File: src/rtl/dm_arbiter.sv
// dm_arbiter: shares the data memory between the core and a host port with a starvation guard; optional stats under DM_ARB_STATS_EN
module dm_arbiter #(
  parameter int ADDR_W       = 4,
  parameter int DATA_W       = 4,
  parameter int STARVE_LIMIT = 8
) (
  input  logic              clk,
  input  logic              reset,
  input  logic              cpu_req,
  input  logic              cpu_we,
  input  logic [ADDR_W-1:0] cpu_addr,
  input  logic [DATA_W-1:0] cpu_wdata,
  output logic              cpu_gnt,
  output logic [DATA_W-1:0] cpu_rdata,
  input  logic              host_req,
  input  logic              host_we,
  input  logic [ADDR_W-1:0] host_addr,
  input  logic [DATA_W-1:0] host_wdata,
  output logic              host_gnt,
  output logic              host_rvalid,
  output logic [DATA_W-1:0] host_rdata,
  output logic [ADDR_W-1:0] mem_addr,
  output logic [DATA_W-1:0] mem_wdata,
  output logic              mem_we,
  input  logic [DATA_W-1:0] mem_rdata,
  output logic [7:0]        stat_host_cnt,
  output logic [7:0]        stat_stall_cnt
);
  typedef enum logic [1:0] {OWN_NONE, OWN_CPU, OWN_HOST} owner_t;
  localparam logic [3:0] LIMIT = 4'(STARVE_LIMIT);
  logic [3:0] starve;
  owner_t     owner;
  logic       force_host;
  assign force_host = starve == LIMIT;
  // core wins by default; a starved host takes one slot; memory parks on the core address when idle
  always_comb begin
    cpu_gnt   = reset && cpu_req && !(host_req && force_host);
    host_gnt  = reset && host_req && (!cpu_req || force_host);
    mem_addr  = host_gnt ? host_addr : cpu_addr;
    mem_wdata = host_gnt ? host_wdata : cpu_wdata;
    mem_we    = host_gnt ? host_we : cpu_gnt && cpu_we;
    cpu_rdata = owner == OWN_CPU ? mem_rdata : '0;
  end
  // starvation counter, last owner and registered host read return
  always_ff @(posedge clk) begin
    if (!reset) begin
      starve      <= '0;
      owner       <= OWN_CPU;
      host_rvalid <= 1'b0;
      host_rdata  <= '0;
    end else begin
      starve      <= (host_gnt || !host_req) ? 4'd0 : force_host ? starve : starve + 4'd1;
      owner       <= cpu_gnt ? OWN_CPU : host_gnt ? OWN_HOST : OWN_NONE;
      host_rvalid <= host_gnt && !host_we;
      if (host_gnt && !host_we) host_rdata <= mem_rdata;
    end
  end
`ifdef DM_ARB_STATS_EN
  logic [7:0] host_cnt, stall_cnt;
  // saturating host-grant and core-stall counters
  always_ff @(posedge clk) begin
    if (!reset) begin
      host_cnt  <= '0;
      stall_cnt <= '0;
    end else begin
      if (host_gnt && host_cnt != 8'hff) host_cnt <= host_cnt + 8'd1;
      if (cpu_req && !cpu_gnt && stall_cnt != 8'hff) stall_cnt <= stall_cnt + 8'd1;
    end
  end
  assign stat_host_cnt  = host_cnt;
  assign stat_stall_cnt = stall_cnt;
`else
  assign stat_host_cnt  = '0;
  assign stat_stall_cnt = '0;
`endif
endmodule

File: config.mk
export PLATFORM = sky130hd
export DESIGN_NAME = dm_arbiter
export DESIGN_NICKNAME = d
export VERILOG_FILES = /design/src/rtl/dm_arbiter.sv
export SDC_FILE = /design/constraint.sdc
export NUM_CORES = 1
export LEC_CHECK = 0
export CORE_UTILIZATION = 32
export CTS_BUF_LIST = sky130_fd_sc_hd__clkbuf_4
export CTS_CLUSTER_DIAMETER = 80
export DETAILED_ROUTE_END_ITERATION = 7
export PLACE_DENSITY = 0.81
export SETUP_SLACK_MARGIN = 0.05
export SYNTH_ARGS = -nofsm -noshare
export SYNTH_HDL_FRONTEND = slang
export SYNTH_SLANG_ARGS = --single-unit
File: constraint.sdc
create_clock -name clk -period 2.3 [get_ports clk]
set_clock_uncertainty 0.2 [all_clocks]
set_input_delay 0.46 -clock clk [delete_from_list [all_inputs] [get_ports clk]]
set_output_delay 0.46 -clock clk [all_outputs]
set_load 0.005 [all_outputs]
# Yosys cells after proc, flatten, opt, wreduce, memory -nomap -nowiden
# Index checks and enable logic that the tools add are counted.
dict set report classes {
  add_sub_neg 1
  n_eq_ne 2
  mux 5
  n_bitwise 1
  reduce_logical 15
}
# op count
set op_table {}
lappend op_table {{$mux W4} 3}
lappend op_table {{$logic_and A1 B1 Y1} 7}
lappend op_table {{$add A4 B1 Y4 const B} 1}
lappend op_table {{$eq A4 B4 Y1 const B} 1}
lappend op_table {{$logic_not A1 Y1} 4}
lappend op_table {{$reduce_or A2 Y1} 2}
lappend op_table {{$eq A2 B1 Y1 const B} 1}
lappend op_table {{$logic_or A1 B1 Y1} 2}
lappend op_table {{$mux W2} 1}
lappend op_table {{$mux W1} 1}
lappend op_table {{$not A1 Y1} 1}
dict set report totals {
  register_bits 11
  inputBits 26
  output_inout_bits 36
}

# Depth between registers and ports, before layout
dict set report depth {
  word_depth 6
  depth_mapped 6
}

# Worst setup path after synthesis
# OpenSTA, ideal clock, no wires.
dict set report synth_path {
  path_type {input to output}
  start {input reset}
  end {output mem_addr[0]}
  arrival_ps 1316
  required_ps 1640
  path_slack_ps 324
  path_stages 4
  path_cell_list {clkbuf_2 nand2_4 a21oi_4 mux2_2}
}
dict set report synth_via {
  elab_chain_cells 3
}
# item line_no
set synth_rtl {}
lappend synth_rtl {{start: declaration} 8} ;# input logic reset,
lappend synth_rtl {{$logic_and A1 B1 Y1 (2 in a row)} 38} ;# host_gnt = reset && host_req && (!cpu_req || force_host);
lappend synth_rtl {{named net host_gnt} 19} ;# output logic host_gnt,
lappend synth_rtl {{$mux W4} 39} ;# mem_addr = host_gnt ? host_addr : cpu_addr;
lappend synth_rtl {{end: declaration} 22} ;# output logic [ADDR_W-1:0] mem_addr,
# The timed path passes the listed nets, and every way through them passes these cells.

# Final worst setup path
dict set report layout_path {
  start {register starve[1]}
  end {output mem_addr[1]}
}
dict set report layout_via {
  elab_chain_cells 4
}
# item line_no
set layout_rtl {}
lappend layout_rtl {{start: declaration} 31} ;# logic [3:0] starve;
lappend layout_rtl {{start signal: assignment} 52} ;# starve <= (host_gnt || !host_req) ? 4'd0 : force_host ? starve : starve + 4'd1;
lappend layout_rtl {{$eq A4 B4 Y1} 34} ;# assign force_host = starve == LIMIT;
lappend layout_rtl {{$logic_or A1 B1 Y1} 38}
lappend layout_rtl {{$logic_and A1 B1 Y1} 38}
lappend layout_rtl {{$mux W4} 39}
# Every way passes these cells.

==> run summary <==
crit path kind - reg -> out
vias per cell - 4.22
final net count - 170
sequential cell area - 223 um^2
failing checks - setup timing
largest net degree at the start of global routing - 8
total power draw - 492 uW
cell accounting for the most synthesized area - dfxtp_1
Port-buffer cells - 45
total global routing overflow - 0
status - complete, but fails checks
Leak Pwr - 0.000676 uW
first-pass GRT wire length - 3.12 mm
Crit Path Max Fanout - 4
RSZ-0062 raised after global routing - true
RR Startpoint - starve[1]
Max Cap Viol - 0
root buf cell - clkbuf_4
Worst Reg2Reg Path Length in Cells - 7
Hold Worst Slack - 0.271 ns
count of distinct cell types in the synthesized netlist - 25
CTS tree - done
main area contributors after synthesis - dfxtp_1 30%, buf_4 17%, mux2_2 12%
Synth top area share - 0.303
Final Hold Viols - 0
worst setup margin - -0.0861 ns
synthesized netlist cell count - 78
IR drop worst, VDD - 280 uV
Detail Placement HPWL - 1.42 mm
CP startpoint kind - flop
Clk Latency, worst-skew pair - 0.26 ns
Critical Path RT - 1.64 ns
Mapped Avg Cell Area - 9.32 um^2
Yosys reg bits - 11
# DRC - 0
final WL - 2.00 mm
PwrDens - 355 nW/um^2
Rows - 16
Area Overhead vs Synth - 90.5%
CTS H-tree depth - 1
CP Data Arrival Time - 1.73 ns
RD Place Congestion - 0.718
total track usage - 0.173
CTS buffer count - 3
CTS hold repair buffers - 0
crit share post-route - 1.04
minimum clock period - 2.39 ns
CP Capture Type - output pin
Chip Width - 49.7 um
Reg clk slew, reported paths - 0.07 ns
Vias - 709
fillcell total - 154
max frequency - 419 MHz
Synth top cells by count - 16 x buf_4, 11 x dfxtp_1, 9 x inv_1, 8 x mux2_2
initial antenna violation count - 0
Pre-Repair DR Iteration Count - 4
Syn Std Cell Area - 727 um^2
most frequent cell after synthesis - buf_4
Routed Antenna Nets - 0
# IOs - 62
HP Start - host_rdata[1]
Core ar. - 2040 um^2
worst min path class - reg -> reg
dpl ws - -0.577 ns
# diodes - 0
EDFF count, synth - 0
WL/cell - 11.9 um
Starting Density - 0.356
DR iter-0 viols - 5
Die Y - 49.7 um
Multi-input gate area - 443 um^2
vias in the first global route - 751
clk buf depth - 2
Warnings, synthesis - 0
Most used DFF post-synth - dfxtp_1
Async SR Flop Fraction - 0
Seq/Total Area, Yosys - 0.303
endpoints failing setup - 6
crit path from - starve[1]
clk sinks - 11
share of layout cells above drive strength 1 - 0.326
die area - 2470 um^2
Slew Viols, Final - 0
WHS Path Cells - 2
## state kept, by name (all words and copies together), names as in the netlist
signal	cells
host_rvalid	1
owner	2
host_rdata	4
starve	4
## metal layers
layer	GRT usage	vias up	part of all wire
li1	-	344	-
met1	0.163	308	0.37
met2	0.322	53	0.50
met3	0.0525	4	0.11
met4	0.100	0	0.014
met5	0	-	0
## power by group
group          internal, uW  switching (uW)  total, uW
Clock                  64.3            62.3        127
Sequential              196            2.29        199
Combinational           112            54.5        167
Total                   373             119        492
## area by class of cell
| class | count | area share |
|---|---|---|
| flip-flops and latches | 11 | 0.161 |
| repair buffers | 62 | 0.451 |
| clock inverters | 1 | 0.00361 |
| inverters | 9 | 0.0244 |
| multi-input cells | 55 | 0.320 |
| clock buffers | 3 | 0.0163 |
| well taps | 27 | 0.0244 |
## placed cells by master, fill, tap and decap left out, types with 2 or more instances in the layout
cell type / n
clkdlybuf4s50_1: 31
conb_1: 16
buf_4: 12
buf_6: 11
dfxtp_1: 9
mux2_4: 8
inv_1: 7
dlygate4sd2_1: 6
and2_1: 4
nand2_1: 4
mux2i_1: 4
nor2_1: 4
clkbuf_4: 3
inv_2: 2
dfxtp_2: 2
## cells by family (layout without fill, tap and decap cells)
| kind of cell | after synthesis | in the layout | synth area share |
|---|---|---|---|
| simple gates | 18 | 18 | 0.153 |
| fa+ha+maj | 2 | 2 | 0.0344 |
| buf+inv | 27 | 75 | 0.234 |
| xor+xnor | 2 | 2 | 0.0241 |
| mux | 12 | 12 | 0.179 |
| other cells | 1 | 16 | 0.00516 |
| compound gates | 5 | 5 | 0.0671 |
| flops | 11 | 11 | 0.303 |
## worst max-delay path, cell delays in order, from the launching register on
cell	delay (ns)
dfxtp_2	0.32
inv_2	0.07
ha_4	0.14
nand3b_4	0.08
a21oi_4	0.18
buf_6	0.14
buf_16	0.11
mux2_4	0.30
buf_6	0.12
## worst paths after layout
| path | endpoint | slack, ns |
|---|---|---|
| setup / recovery | mem_addr[1] | -0.09 |
| hold / removal | host_rdata[1] | 0.27 |
| setup reg to reg | owner[0] | 0.64 |
| hold reg to reg | host_rdata[1] | 0.27 |
## through the flow
stage,area (um^2),utilization,setup TNS (ns),cells
2_1_floorplan,783,-,0,93
3_3_place_gp,1210,0.591,-5.15,157
3_5_place_dp,1210,0.591,-5.66,157
4_1_cts,1370,0.671,-0.406,167
5_1_grt,1390,0.678,-0.788,168
6_report,1390,0.678,-0.435,168
## what timing repair did
item	4_1_cts	5_1_grt
resized for setup	64	1
endpoints found under the setup margin	11	11
setup buffers	5	1
cloned	1	0
pin swaps	2	0
Power figures use the tool's default switching activity.
